--- src/rtl/genius_engine.sv ---
// genius_engine: Simon/Genius game core with sequence store, LFSR, timers and game FSM
module genius_engine #(
  parameter int NUM_COLORS = 4,
  parameter int MAX_STEPS = 32,
  parameter int SLOW_TICKS = 25_000_000,
  parameter int FAST_TICKS = 10_000_000,
  parameter int TIMEOUT_TICKS = 150_000_000,
  parameter logic [15:0] LFSR_SEED = 16'hACE1,
  localparam int CW = $clog2(NUM_COLORS),
  localparam int SW = $clog2(MAX_STEPS + 1)
) (
  input  logic                  clk,
  input  logic                  rst_n,
  input  logic                  start,
  input  logic                  mode,
  input  logic                  speed,
  input  logic [1:0]            difficulty,
  input  logic [NUM_COLORS-1:0] player_button,
  output logic [NUM_COLORS-1:0] led,
  output logic [SW-1:0]         score,
  output logic                  busy,
  output logic                  win,
  output logic                  lose
);
  localparam int AW = MAX_STEPS > 1 ? $clog2(MAX_STEPS) : 1;
  localparam logic [31:0] TO_LAST = 32'(TIMEOUT_TICKS - 1);
  typedef enum logic [2:0] {IDLE, ADD, ADD_CMD, PLAY_ON, PLAY_OFF, WAIT_IN, WIN, LOSE} state_t;
  state_t state;
  logic [CW-1:0] mem [MAX_STEPS];
  logic [SW-1:0] len, idx, idx1, target;
  logic [31:0] tmr, t_on, t8;
  logic [15:0] lfsr;
  logic [NUM_COLORS-1:0] btn_q;
  logic start_q, mode_q, speed_q, press, multi, valid, mem_we;
  logic [1:0] diff_q;
  logic [CW-1:0] enc, newc, first, exp_col;

  function automatic logic [NUM_COLORS-1:0] oh(input logic [CW-1:0] c);
    return NUM_COLORS'(1) << c;
  endfunction

  // Encode the pressed colour (meaningful only when one-hot)
  always_comb begin
    enc = '0;
    for (int i = 0; i < NUM_COLORS; i++) if (player_button[i]) enc = CW'(i);
  end

  // Press detection, timing and sequence helpers
  always_comb begin
    press = (|player_button) && !(|btn_q);
    multi = press && ((player_button & (player_button - NUM_COLORS'(1))) != '0);
    valid = press && !multi;
    t_on = speed_q ? 32'(FAST_TICKS) : 32'(SLOW_TICKS);
    t8 = 32'd8 << diff_q;
    target = t8 > 32'(MAX_STEPS) ? SW'(MAX_STEPS) : SW'(t8);
    idx1 = idx + SW'(1);
    exp_col = mem[idx[AW-1:0]];
    newc = state == ADD_CMD ? enc : lfsr[CW-1:0];
    first = len == '0 ? newc : mem[0];
    mem_we = (state == ADD && !mode_q) || (state == ADD_CMD && valid);
  end

  assign busy = state != IDLE;

  // Free-running Galois LFSR, x^16+x^14+x^13+x^11+1
  always_ff @(posedge clk or negedge rst_n)
    if (!rst_n) lfsr <= LFSR_SEED;
    else lfsr <= {1'b0, lfsr[15:1]} ^ (lfsr[0] ? 16'hB400 : 16'h0000);

  // Previous samples for edge detection
  always_ff @(posedge clk or negedge rst_n)
    if (!rst_n) begin
      btn_q <= '0;
      start_q <= 1'b0;
    end else begin
      btn_q <= player_button;
      start_q <= start;
    end

  // Sequence store, deliberately left unreset
  always_ff @(posedge clk)
    if (mem_we) mem[len[AW-1:0]] <= newc;

  // Game FSM with registered led/score/win/lose
  always_ff @(posedge clk or negedge rst_n)
    if (!rst_n) begin
      state <= IDLE;
      led <= '0;
      score <= '0;
      win <= 1'b0;
      lose <= 1'b0;
      len <= '0;
      idx <= '0;
      tmr <= '0;
      mode_q <= 1'b0;
      speed_q <= 1'b0;
      diff_q <= '0;
    end else begin
      case (state)
        IDLE: begin
          led <= '0;
          if (start && !start_q) begin
            score <= '0;
            len <= '0;
            idx <= '0;
            win <= 1'b0;
            lose <= 1'b0;
            mode_q <= mode;
            speed_q <= speed;
            diff_q <= difficulty;
            state <= ADD;
          end
        end
        ADD: begin
          idx <= '0;
          tmr <= '0;
          if (mode_q) begin
            led <= player_button;
            state <= ADD_CMD;
          end else begin
            len <= len + SW'(1);
            led <= oh(first);
            state <= PLAY_ON;
          end
        end
        ADD_CMD: begin
          led <= player_button;
          if (valid) begin
            len <= len + SW'(1);
            idx <= '0;
            tmr <= '0;
            led <= oh(first);
            state <= PLAY_ON;
          end else if (multi || tmr == TO_LAST) begin
            tmr <= '0;
            led <= '0;
            state <= LOSE;
          end else tmr <= tmr + 32'd1;
        end
        PLAY_ON: begin
          if (tmr == t_on - 32'd1) begin
            tmr <= '0;
            led <= '0;
            state <= PLAY_OFF;
          end else tmr <= tmr + 32'd1;
        end
        PLAY_OFF: begin
          if (tmr == t_on - 32'd1) begin
            tmr <= '0;
            if (idx1 == len) begin
              idx <= '0;
              led <= player_button;
              state <= WAIT_IN;
            end else begin
              idx <= idx1;
              led <= oh(mem[idx1[AW-1:0]]);
              state <= PLAY_ON;
            end
          end else tmr <= tmr + 32'd1;
        end
        WAIT_IN: begin
          led <= player_button;
          if (press) begin
            tmr <= '0;
            if (multi || enc != exp_col) begin
              led <= oh(exp_col);
              state <= LOSE;
            end else if (idx1 != len) idx <= idx1;
            else begin
              score <= score == SW'(MAX_STEPS) ? score : score + SW'(1);
              if (len == target) begin
                led <= '1;
                state <= WIN;
              end else state <= ADD;
            end
          end else if (tmr == TO_LAST) begin
            tmr <= '0;
            led <= oh(exp_col);
            state <= LOSE;
          end else tmr <= tmr + 32'd1;
        end
        WIN: begin
          if (tmr == (t_on << 1) - 32'd1) begin
            tmr <= '0;
            led <= '0;
            win <= 1'b1;
            state <= IDLE;
          end else tmr <= tmr + 32'd1;
        end
        LOSE: begin
          if (tmr == (t_on << 1) - 32'd1) begin
            tmr <= '0;
            led <= '0;
            lose <= 1'b1;
            state <= IDLE;
          end else tmr <= tmr + 32'd1;
        end
      endcase
    end
endmodule
--- config.mk ---
export PLATFORM = sky130hd
export DESIGN_NAME = genius_engine
export DESIGN_NICKNAME = d
export VERILOG_FILES = /design/src/rtl/genius_engine.sv
export SDC_FILE = /design/constraint.sdc
export NUM_CORES = 1
export LEC_CHECK = 0
export BUFFER_PORTS_ARGS = -buffer_cell sky130_fd_sc_hd__buf_2
export CAP_MARGIN = 20
export CORE_UTILIZATION = 35
export DETAILED_ROUTE_END_ITERATION = 10
export RECOVER_POWER = 25
export SLEW_MARGIN = 15
export SYNTH_ARGS = -nofsm -noshare
export SYNTH_HDL_FRONTEND = slang
export SYNTH_SLANG_ARGS = --single-unit
--- constraint.sdc ---
create_clock -name clk -period 4.9 [get_ports clk]
set_clock_uncertainty 0.1 [all_clocks]
set_input_delay 0.49 -clock clk [delete_from_list [all_inputs] [get_ports clk]]
set_output_delay 0.49 -clock clk [all_outputs]
set_load 0.02 [all_outputs]
==> impl_summary.log, run 1 <==
INFO  metric finalSetupViolCount = 0
INFO  metric crit_path_cell_trace = mux2i_1 -> a221oi_1 -> nor3_1 -> o32ai_2 -> xor2_1 -> nand4_1 -> or3_1 -> a21oi_1
INFO  metric post_cts_resize_count = 0
INFO  metric dominantRegCellSynth = sky130_fd_sc_hd__dfrtp_1
INFO  metric worstSetupEndpointType = register
INFO  metric synth.area.top_cells = sky130_fd_sc_hd__edfxtp_1, sky130_fd_sc_hd__dfrtp_1, sky130_fd_sc_hd__mux4_2
INFO  metric ctsLongestPathBuffers = 2
INFO  metric max_slew_margin = -92.13%
INFO  metric ant_nets = 0
INFO  metric p_sw_share = approximately a quarter
INFO  metric most_used_standard_cell_by_instance_count_after_synthesis = sky130_fd_sc_hd__dfrtp_1
INFO  metric detail_route.first_pass.iterations = 5
INFO  metric synth.net_count = 817
INFO  metric die_y = approximately 160 microns
INFO  metric postLayoutCellArea = around 9400 sq um
INFO  metric maxCapViolCount = 1
INFO  metric drive_above_1_share = 14.34%
INFO  metric critical_path.max_stage_delay = 1060 ps
INFO  metric cts_setup_buffers = 0
INFO  metric hold_class = in -> reg
INFO  metric share_seq_of_total_power = between 40% and 50%
INFO  metric failing_checks = capacitance limit, slew limit
INFO  metric clk_latency = 440 ps
INFO  metric detail_route.vias_per_cell = about 5.7
INFO  metric dp_hpwl = approximately 15 mm
INFO  metric grt_pass1_vias = 6218
INFO  metric cp-start-kind = register
INFO  metric internal-power = between 0.002 and 0.0025 W
INFO  metric drt_wl_total = about 21 mm
INFO  metric synth_largest_area_cell = sky130_fd_sc_hd__edfxtp_1
INFO  metric grt_antenna_before_repair = 0
INFO  metric ys_top_cells_by_count = sky130_fd_sc_hd__dfrtp_1, sky130_fd_sc_hd__nand2_1, sky130_fd_sc_hd__nor2_1
INFO  metric total_power_divided_by_cell_area = 282.7 nW/um^2
INFO  metric cp_data_required_time = between 5000 and 6000 ps
INFO  metric p_comb_share = 2.0%
INFO  metric max-vdd-ir-drop = 168.6 uV
INFO  metric core = 23540 sq um
INFO  metric cts_tree = yes
INFO  metric ys.warnings.count = 0
INFO  metric num_vias = 6453
INFO  metric timing.final.hold_violations = 0
INFO  metric fmaxAchievable = 248.8 MHz
INFO  metric worst-endpoint-arrival = 4280 ps
INFO  metric postSynthRegisterBits = 148
INFO  metric drtIter0Drc = 493
INFO  metric cts_hold_buffers = 0
INFO  metric cts-htree-levels = 4
INFO  metric share_of_synthesized_flip_flops_with_an_asynchronous_set_or_reset = 56.76%
INFO  metric clock-root-buffer = sky130_fd_sc_hd__clkbuf_16
INFO  metric worst_pin_slew = 2882 ps
INFO  metric row_count = 56
INFO  metric net-switching-power = ~0.00063 W
INFO  metric grt_remaining_overflow = 0
INFO  metric clk_pin_slew = about 70 ps
INFO  metric power_frac_clock = 49.2%
INFO  metric path_class = reg -> reg
INFO  metric setup_repair_after_global_routing_missed_its_margin = no
INFO  metric post_dp_cell_area = a little under 9000 sq um
INFO  metric nNetsFinal = 822
INFO  metric portBuffers = 23
INFO  metric synth_cells = 798
INFO  metric grt_max_degree = 52
INFO  metric synth_edf_count = 64
INFO  metric area_growth_syn_to_layout = 11.29%
INFO  metric p_leak = around 3.3 nW
INFO  metric die-area = 24720 sq um
INFO  metric design.portCount = 24
INFO  metric final_total_power = 0.002653 W
INFO  metric cp_max_fo = 25
INFO  metric fin_crit = 4020 ps
INFO  metric finalWeightedCongestion = 0.9075
INFO  metric synthDistinctLibCells = 77
INFO  metric outcome = finished, violations left
INFO  metric clkSinkCount = about 150
INFO  metric netlist.area_leader.share = 22.79%
INFO  metric numCtsBuffers = 17
INFO  metric worst-path-buf-inv = 0
INFO  metric routedWlPerCell = approximately 19 microns
INFO  metric remaining_drc_errors = 0
INFO  metric final.setup.tns = 0 ps
INFO  metric grt_pass1_wl = 34.16 mm
INFO  metric num_antenna_cells = 0
INFO  metric die_x = between 150 and 200 microns
INFO  metric synth.avg_cell_area = 10.57 sq um
INFO  metric floorplan.initialDensity = 35.82%
INFO  metric cpMaxStageDelayCell = sky130_fd_sc_hd__dfrtp_1
INFO  metric pins_over_their_slew_limit = 52
INFO  metric groute.usage.overall = about 18%
INFO  metric synth_sequential_area_ratio = 47.84%
INFO  metric timing.final.crit_share = between 80 and 90%
INFO  metric family_with_the_most_delay_on_the_worst_path = compound AO/OA/AOI/OAI gates
INFO  metric synth_area = roughly 8400 sq um
==> final timing paths <==
kind | from | endpoint | slack (ps) | cells after the start
setup / recovery | idx[1]$_DFFE_PN0P_ | score[4]$_DFFE_PN0P_ | 880 | 8
hold / removal | start | start_q$_DFF_PN0_ | 80 | 1
setup reg to reg | idx[1]$_DFFE_PN0P_ | score[4]$_DFFE_PN0P_ | 880 | 8
hold reg to reg | lfsr[9]$_DFF_PN0_ | lfsr[8]$_DFF_PN0_ | 250 | 0
max in group asynchronous | rst_n | tmr[31]$_DFFE_PN0P_ | 1710 | 2
min in group asynchronous | rst_n | idx[1]$_DFFE_PN0P_ | 900 | 1
==> routing by layer <==
metal,vias to the layer above,GRT usage [%],part of all wire [%]
met5,-,0,0
met4,0,5.687,1.7
li1,3020,-,-
met2,162,30.70,50
met1,3245,23.46,45
met3,26,3.084,3.6
==> power groups by stage <==
stage | registers [W] | logic [W] | clock network, W
final | 0.00130 | 0.0000524 | 0.00130
after CTS | 0.00130 | 0.0000544 | 0.00133
after detailed placement | 0.00132 | 0.0000543 | 0
after floorplan | 0.00132 | 0.0000274 | 0
after global routing | 0.00130 | 0.0000598 | 0.00137
after global placement | 0.00132 | 0.0000542 | 0
==> layout make-up <==
type / count / area [sq um]
clock buffer: 17 / 425.4
clock inverter: 15 / 156.4
fill: 2346 / 14160
inverter: 31 / 116.4
multi-input combinational: 571 / 4064
sequential: 148 / 4034
tap: 319 / 399.1
timing repair buffer: 34 / 188.9
==> cells in the final DEF (no fill, tap or decap), types with 6 or more instances in the layout <==
| cell | Yosys | routed |
|---|---|---|
| sky130_fd_sc_hd__a21o_1 | 8 | 8 |
| sky130_fd_sc_hd__and2_1 | 12 | 12 |
| sky130_fd_sc_hd__nor3b_1 | 9 | 9 |
| sky130_fd_sc_hd__o31ai_1 | 7 | 7 |
| sky130_fd_sc_hd__and3_1 | 7 | 7 |
| sky130_fd_sc_hd__nor3_1 | 14 | 14 |
| sky130_fd_sc_hd__nor4b_1 | 6 | 6 |
| sky130_fd_sc_hd__inv_6 | 0 | 7 |
| sky130_fd_sc_hd__nand2_1 | 75 | 75 |
| sky130_fd_sc_hd__nand3_1 | 29 | 29 |
| sky130_fd_sc_hd__buf_4 | 3 | 10 |
| sky130_fd_sc_hd__buf_2 | 12 | 18 |
| sky130_fd_sc_hd__o21ai_0 | 56 | 56 |
| sky130_fd_sc_hd__ha_1 | 8 | 8 |
| sky130_fd_sc_hd__or3_1 | 18 | 18 |
| sky130_fd_sc_hd__edfxtp_1 | 64 | 64 |
| sky130_fd_sc_hd__nor2_1 | 67 | 67 |
| sky130_fd_sc_hd__inv_1 | 31 | 31 |
| sky130_fd_sc_hd__nand2b_1 | 8 | 8 |
| sky130_fd_sc_hd__dfstp_2 | 8 | 7 |
| sky130_fd_sc_hd__a21oi_1 | 37 | 37 |
| sky130_fd_sc_hd__dfrtp_1 | 76 | 76 |
| sky130_fd_sc_hd__nor4_1 | 7 | 7 |
| sky130_fd_sc_hd__a221oi_1 | 7 | 7 |
| sky130_fd_sc_hd__mux2i_1 | 25 | 24 |
| sky130_fd_sc_hd__clkbuf_16 | 0 | 17 |
| sky130_fd_sc_hd__a31oi_1 | 10 | 10 |
| sky130_fd_sc_hd__xnor2_1 | 6 | 6 |
| sky130_fd_sc_hd__xor2_1 | 18 | 18 |
| sky130_fd_sc_hd__nand3b_1 | 6 | 6 |
| sky130_fd_sc_hd__nand4_1 | 15 | 15 |
| sky130_fd_sc_hd__mux4_2 | 30 | 30 |
==> cell families after synthesis <==
kind of cell	share of synthesized area [%]
and+or+nand+nor	19.13
adders and majority gates	1.187
DFF	47.84
buffers and inverters	4.006
muxes	11.25
xor gates and xnor gates	3.087
AOI/OAI and AO/OA	13.50
==> registers in the layout, summed over array words and instances (netlist names) <==
register	flops
start_q	1
speed_q	1
btn_q	4
diff_q	2
idx	6
win	1
lose	1
state	3
mode_q	1
len	6
mem	64
lfsr	16
led	4
score	6
tmr	32
==> per-stage QoR <==
stage | util [%] | instances | hold WS [ps] | setup slack (ps)
5_1_grt | 39.86 | 1135 | 65.24 | 549.3
3_3_place_gp | 37.44 | 1103 | 235.1 | 1001
6_report | 39.86 | 1135 | 76.37 | 880.3
3_5_place_dp | 37.44 | 1103 | 238.7 | 935.5
4_1_cts | 39.91 | 1135 | 22.27 | 897.8
2_1_floorplan | - | 798 | 94.41 | 1596
Note: power is estimated with default switching activity, not from simulation.
==> run 2: changes to the inputs <==
clock period = 3.3 ns   (was 4.9 ns; I/O delays follow)
==> run 2 against run 1 <==
  * The run now ends clean
  * Final cell count is 4.3% higher
  * Die area unchanged
  * Combinational power increased by 66%
  * Utilization increased by 1.8 points
  * Critical path depth is 2 higher
  * Critical endpoint unchanged
  * Largest power group unchanged
  * Highest routed layer unchanged
==> impl_summary.log, run 2 (synthesis gave the netlist of run 1 again) <==
INFO  metric detail_route.vias_per_cell = 5.545 (-2.5%)
INFO  metric grt_antenna_before_repair = 1 (+1)
INFO  metric timing.final.hold_violations = 0 (unchanged)
INFO  metric clk_latency = 440 ps (about the same)
INFO  metric timing.final.crit_share = 96.03% (+14 points)
INFO  metric share_seq_of_total_power = 49.5% (+0.6 points)
INFO  metric clock-root-buffer = sky130_fd_sc_hd__clkbuf_16
INFO  metric core = 23540 sq um (unchanged)
INFO  metric final.setup.tns = 0 ps (unchanged)
INFO  metric row_count = 56 (unchanged)
INFO  metric hold_class = in -> reg
INFO  metric grt_remaining_overflow = 0 (unchanged)
INFO  metric grt_max_degree = 56 (+7.7%)
INFO  metric fmaxAchievable = 315.6 MHz (+27%)
INFO  metric num_vias = 6565 (+1.7%)
INFO  metric routedWlPerCell = 18.42 microns (-2.6%)
INFO  metric drive_above_1_share = 18.96% (+4.6 points)
INFO  metric worst-endpoint-arrival = 3440 ps (-840 ps)
INFO  metric worst_hold_path.endpoint = mode_q$_DFFE_PN0P_
INFO  metric critical_path.max_stage_delay = 470 ps (-590 ps)
INFO  metric cp_max_fo = 11 (-56%)
INFO  metric worst_pin_slew = 1397 ps (-1485 ps)
INFO  metric clk_pin_slew = 70 ps (about the same)
INFO  metric portBuffers = 23 (unchanged)
INFO  metric ctsLongestPathBuffers = 2 (unchanged)
INFO  metric nNetsFinal = 871 (+6.0%)
INFO  metric p_leak = 3.571 nW (+7.3%)
INFO  metric net-switching-power = 0.0009430 W (+50%)
INFO  metric grt_pass1_vias = 6356 (+2.2%)
INFO  metric worstSetupEndpointType = register
INFO  metric finalSetupViolCount = 0 (unchanged)
INFO  metric pins_over_their_slew_limit = 0 (-100%)
INFO  metric finalWeightedCongestion = 0.9314 (+2.6%)
INFO  metric remaining_drc_errors = 0 (unchanged)
INFO  metric num_antenna_cells = 0 (unchanged)
INFO  metric place.detailed.instances = 1148 (+4.1%)
INFO  metric maxCapViolCount = 0 (-1)
INFO  metric design.portCount = 24 (unchanged)
INFO  metric max-vdd-ir-drop = 293.1 uV (+74%)
INFO  metric die_x = 157.2 microns (unchanged)
INFO  metric power_frac_clock = 48.2% (-1.0 points)
INFO  metric area_growth_syn_to_layout = 16.25%
INFO  metric cp-start-kind = register
INFO  metric max_slew_margin = 6.868% (+99 points)
INFO  metric p_sw_share = 24.29% (+0.63 points)
INFO  metric p_comb_share = 2.2% (+0.2 points)
INFO  metric numCtsBuffers = 17 (unchanged)
INFO  metric outcome = completed
INFO  metric cpMaxStageDelayCell = sky130_fd_sc_hd__dfrtp_2
INFO  metric worst-r2r-setup-slack = 130 ps (-750 ps)
INFO  metric cts-htree-levels = 4 (unchanged)
INFO  metric crit_path_cell_trace = ha_1 -> xor2_1 -> a211oi_1 -> nand3_1 -> or2_2 -> a311oi_1 -> nand4_1 -> buf_4 -> or3_1 -> a21oi_1
INFO  metric total_power_divided_by_cell_area = 396.0 nW/um^2 (+40%)
INFO  metric largest_register_ff_count = 64 (unchanged)
INFO  metric dp_hpwl = 15.82 mm (+6.4%)
INFO  metric detail_route.first_pass.iterations = 5 (unchanged)
INFO  metric r2r_end = score[4]$_DFFE_PN0P_
INFO  metric fin_crit = 3169 ps (-850.7 ps)
INFO  metric cp_data_required_time = 3570 ps (-1590 ps)
INFO  metric grt_pass1_wl = 34.66 mm (+1.5%)
INFO  metric drt_wl_total = 21.81 mm (+1.7%)
INFO  metric fillerInstances = 2285 (-2.6%)
INFO  metric die_y = 157.2 microns (unchanged)
INFO  metric die-area = 24720 sq um (unchanged)
INFO  metric setup_repair_after_global_routing_missed_its_margin = no
INFO  metric clkSinkCount = 148 (unchanged)
INFO  metric layoutNonFillerInstCount = 1184 (+4.3%)
INFO  metric drtIter0Drc = 607 (+23%)
INFO  metric hp-start = mode
INFO  metric path_class = reg -> reg
INFO  metric reg2reg_from = idx[0]$_DFFE_PN0P_
INFO  metric ant_nets = 0 (unchanged)
INFO  metric worst-r2r-cell-count = 10 (+2)
INFO  metric cts_tree = yes
INFO  metric groute.usage.overall = 18.39% (+0.30 points)
INFO  metric internal-power = 0.002939 W (+45%)
INFO  metric hold_depth = 3 (+2)
INFO  metric floorplan.initialDensity = 35.82% (unchanged)
INFO  metric layout_common_cells = sky130_fd_sc_hd__nand2_1, sky130_fd_sc_hd__dfrtp_1, sky130_fd_sc_hd__nor2_1, sky130_fd_sc_hd__edfxtp_1, sky130_fd_sc_hd__o21ai_0
run 2: metal layers:
| metal | global-route usage, % | vias to the layer above | share of wire (%) |
|---|---|---|---|
| li1 | - | 3102 | - |
| met1 | 23.29 | 3212 | 44 |
| met2 | 30.70 | 202 | 49 |
| met3 | 3.331 | 49 | 4.4 |
| met4 | 7.998 | 0 | 3.0 |
| met5 | 0 | - | 0 |
run 2: timing repair:
| item | CTS | global route |
|---|---|---|
| hold endpoints to repair | 57 | 0 |
| hold buffers | 4 | 0 |
| endpoints found under the setup margin | 0 | 8 |
| buffers inserted | 0 | 0 |
| resized for setup | 0 | 3 |
run 2: area by class of cell:
class	count	area [sq um]	area share, %
Sequential cell	148	4035	41.17
Clock buffer	17	425.4	4.340
Inverter	31	116.4	1.187
Tap cell	319	399.1	4.072
Multi-Input combinational cell	571	4069	41.51
Clock inverter	15	136.4	1.391
Timing Repair Buffer	83	620.6	6.331
run 2: worst max-delay path by stage:
stage / startpoint / to / depth (start not counted)
CTS: idx[0]$_DFFE_PN0P_ / state[1]$_DFFE_PN0P_ / 8
global placement: idx[0]$_DFFE_PN0P_ / score[4]$_DFFE_PN0P_ / 10
global route: idx[0]$_DFFE_PN0P_ / score[3]$_DFFE_PN0P_ / 10
detailed placement: idx[0]$_DFFE_PN0P_ / state[1]$_DFFE_PN0P_ / 8
floorplan: idx[0]$_DFFE_PN0P_ / led[1]$_DFFE_PN0P_ / 10
finish: idx[0]$_DFFE_PN0P_ / score[4]$_DFFE_PN0P_ / 10
run 2: power by group through the flow:
stage          Combinational, W  Sequential, W  Clock [W]
2_1_floorplan         0.0000408        0.00196          0
3_3_place_gp          0.0000886        0.00196          0
3_5_place_dp          0.0000888        0.00196          0
4_1_cts               0.0000931        0.00192    0.00191
5_1_grt               0.0000988        0.00192    0.00198
6_report              0.0000872        0.00192    0.00187
run 2: critical path, delay by kind of cell, from the launching register on:
kind	cells	cell delay [ps]
AO/OA/AOI/OAI	3	700
flip-flops	1	470
adder cells (fa/ha/maj)	1	390
AND/OR/NAND/NOR	4	1050
buffers and inverters	1	200
XOR/XNOR	1	180
run 2: per-stage QoR:
step | util (%) | worst slack [ps] | power, W | cell area, sq um | hold slack [ps]
global route | 41.63 | 4.369 | 0.004002 | 9802 | 55.84
detailed placement | 39.14 | 106.2 | 0.002048 | 9214 | 238.8
floorplan | - | 300.7 | 0.001999 | 8436 | -65.59
finish | 41.63 | 131.0 | 0.003882 | 9802 | 14.51
global placement | 39.14 | 170.9 | 0.002048 | 9214 | 236.0
CTS | 41.69 | 87.74 | 0.003927 | 9816 | 13.72
==> run 3: changes to the inputs <==
clock period = 4.1 ns   (was 3.3 ns; I/O delays follow)
==> run 3 against run 2 <==
  * Combinational power decreased by 25%
  * Clock power decreased by 11%
  * Final cell count decreased by 2.7%
  * Largest cell class unchanged
  * Fmax decreased by 8.6%
  * Global-route usage decreased by 0.17 points
  * Die area unchanged
  * Via count decreased by 2.5%
  * Critical path type unchanged
==> impl_summary.log, run 3 (synthesis gave the netlist of run 1 again) <==
INFO  metric drtIter0Drc = 567 (-6.6%)
INFO  metric grt_remaining_overflow = 0 (unchanged)
INFO  metric maxCapViolCount = 0 (unchanged)
INFO  metric fmaxAchievable = 288.4 MHz (-8.6%)
INFO  metric cp_data_required_time = 4320 ps (+750 ps)
INFO  metric p_leak = 3.436 nW (-3.8%)
INFO  metric final-seq-area = 4034 sq um (about the same)
INFO  metric grt_pass1_vias = 6230 (-2.0%)
INFO  metric post-route-worst-setup-slack = 632.2 ps (+501.2 ps)
INFO  metric ctsLongestPathBuffers = 2 (unchanged)
INFO  metric place.detailed.instances = 1118 (-2.6%)
INFO  metric largest_register_ff_count = 64 (unchanged)
INFO  metric nNetsFinal = 839 (-3.7%)
INFO  metric post_cts_resize_count = 0 (unchanged)
INFO  metric worst-path-buf-inv = 1 (unchanged)
INFO  metric grt_antenna_before_repair = 0 (-1)
INFO  metric clock-root-buffer = sky130_fd_sc_hd__clkbuf_16
INFO  metric die_x = 157.2 microns (unchanged)
INFO  metric layout_common_cells = sky130_fd_sc_hd__dfrtp_1, sky130_fd_sc_hd__nand2_1, sky130_fd_sc_hd__nor2_1, sky130_fd_sc_hd__edfxtp_1, sky130_fd_sc_hd__o21ai_0
INFO  metric max-vdd-ir-drop = 201.6 uV (-31%)
INFO  metric hold_class = in -> reg
INFO  metric cts_tree = yes
INFO  metric groute.usage.overall = 18.23% (-0.17 points)
INFO  metric die-area = 24720 sq um (unchanged)
INFO  metric cpMaxStageDelayCell = sky130_fd_sc_hd__or4b_2
INFO  metric die_y = 157.2 microns (unchanged)
INFO  metric max_slew_margin = 9.220% (+2.4 points)
INFO  metric finalSetupViolCount = 0 (unchanged)
INFO  metric num_vias = 6400 (-2.5%)
INFO  metric routedWlPerCell = 18.44 microns (+0.10%)
INFO  metric cp_max_fo = 15 (+4)
INFO  metric timing.final.hold_violations = 0 (unchanged)
INFO  metric family_with_the_most_delay_on_the_worst_path = compound AO/OA/AOI/OAI gates
INFO  metric fin_crit = 3468 ps (+298.8 ps)
INFO  metric design.portCount = 24 (unchanged)
INFO  metric worstSetupEndpointType = register
INFO  metric drive_above_1_share = 15.61% (-3.4 points)
INFO  metric detailedPlace.worstSlack = 667.9 ps (+561.7 ps)
INFO  metric setup_repair_after_global_routing_missed_its_margin = no
INFO  metric layout.cells.most_common = sky130_fd_sc_hd__dfrtp_1
INFO  metric critical_path.max_stage_delay = 630 ps (+160 ps)
INFO  metric crit_path_cell_trace = or4b_2 -> a22oi_1 -> o2111ai_1 -> a31oi_1 -> a21o_1 -> nand2_1 -> buf_4 -> a21o_1 -> a22o_1
INFO  metric core = 23540 sq um (unchanged)
INFO  metric post_dp_cell_area = 8939 sq um (-3.0%)
INFO  metric worst_pin_slew = 1362 ps (-35.29 ps)
INFO  metric fillerInstances = 2291 (+0.26%)
INFO  metric dp_hpwl = 14.77 mm (-6.6%)
INFO  metric remaining_drc_errors = 0 (unchanged)
INFO  metric clkSinkCount = 148 (unchanged)
INFO  metric path_class = reg -> reg
INFO  metric row_count = 56 (unchanged)
INFO  metric num_antenna_cells = 0 (unchanged)
INFO  metric clk_pin_slew = 70 ps (about the same)
INFO  metric cp-start-kind = register
INFO  metric clk_latency = 430 ps (about the same)
INFO  metric grt_pass1_wl = 34.42 mm (-0.68%)
INFO  metric cts-htree-levels = 4 (unchanged)
INFO  metric worst-endpoint-arrival = 3690 ps (+250 ps)
INFO  metric pins_over_their_slew_limit = 0 (unchanged)
INFO  metric floorplan.initialDensity = 35.82% (unchanged)
INFO  metric drt_wl_total = 21.24 mm (-2.6%)
INFO  metric numCtsBuffers = 17 (unchanged)
INFO  metric area_growth_syn_to_layout = 13.61%
INFO  metric grt_max_degree = 56 (unchanged)
INFO  metric finalWeightedCongestion = 0.8541 (-8.3%)
INFO  metric timing.final.crit_share = 84.58% (-11 points)
INFO  metric multi_input_comb_area = 4064 sq um (-0.12%)
INFO  metric worst_path_most_repeated_cell = sky130_fd_sc_hd__a21o_1
INFO  metric layoutNonFillerInstCount = 1152 (-2.7%)
INFO  metric detail_route.first_pass.iterations = 5 (unchanged)
INFO  metric final.setup.tns = 0 ps (unchanged)
INFO  metric ant_nets = 0 (unchanged)
INFO  metric cts_setup_buffers = 0 (unchanged)
INFO  metric total_power_divided_by_cell_area = 342.7 nW/um^2 (-13%)
INFO  metric worst-r2r-setup-slack = 630 ps (+500 ps)
INFO  metric outcome = completed
INFO  metric portBuffers = 23 (unchanged)
INFO  metric postLayoutCellArea = 9579 sq um (-2.3%)
INFO  metric detail_route.vias_per_cell = 5.556 (+0.19%)
run 3: cell count changes in the layout (fill, tap and decap cells not counted), sizes merged:
cell         before  now
bufinv            0    2
inv              40   39
dlygate4sd3       4    2
buf              72   41
clkbuf           24   25
clkinv            4    3
run 3: path summary, 6_finish.rpt:
kind	end	start	cells past startpoint
worst max-delay path	tmr[9]$_DFFE_PN0P_	speed_q$_DFFE_PN0P_	9
worst min-delay path	diff_q[1]$_DFFE_PN0P_	difficulty[1]	3
worst max register to register	tmr[9]$_DFFE_PN0P_	speed_q$_DFFE_PN0P_	9
worst min register to register	lfsr[1]$_DFF_PN0_	lfsr[2]$_DFF_PN0_	0
max in group asynchronous	idx[1]$_DFFE_PN0P_	rst_n	3
min in group asynchronous	lfsr[14]$_DFF_PN0_	rst_n	2
run 3: final cells by class:
| type | count | share of cell area, % |
|---|---|---|
| Clock buffer | 17 | 4.441 |
| Multi-Input combinational cell | 571 | 42.42 |
| Sequential cell | 148 | 42.11 |
| Inverter | 31 | 1.215 |
| Timing Repair Buffer | 51 | 3.487 |
| Clock inverter | 15 | 2.155 |
| Tap cell | 319 | 4.167 |
run 3: power breakdown:
part,total [W],switching (W),internal [W]
combinational,0.0000653,0.0000449,0.0000204
clock,0.00167,0.000732,0.000938
sequential,0.00155,0.00000578,0.00154
total,0.00328,0.000782,0.00250
run 3: metal layers:
metal  GRT usage (%)  vias up  routed length (microns)
li1                -     3044                        -
met4           5.548        0                      314
met2           29.77      169                    10420
met5               0        -                        0
met1           24.47     3160                     9526
met3           3.387       27                      986
run 3: tightest hold or removal path, cell delays in order:
cell,delay [ps]
sky130_fd_sc_hd__buf_2,80
sky130_fd_sc_hd__nand2_1,40
sky130_fd_sc_hd__nand2_1,50
run 3: stage by stage:
| stage | util [%] | total power (W) | hold slack [ps] |
|---|---|---|---|
| floorplan | - | 0.001609 | 14.41 |
| global placement | 37.97 | 0.001644 | 235.0 |
| detailed placement | 37.97 | 0.001644 | 234.7 |
| CTS | 40.74 | 0.003314 | 68.46 |
| global route | 40.69 | 0.003377 | 78.77 |
| finish | 40.69 | 0.003283 | 78.13 |
run 3: repair_timing:
item	CTS	global route
endpoints found under the setup margin	0	0
endpoints found under the hold margin	47	0
hold buffers	2	0
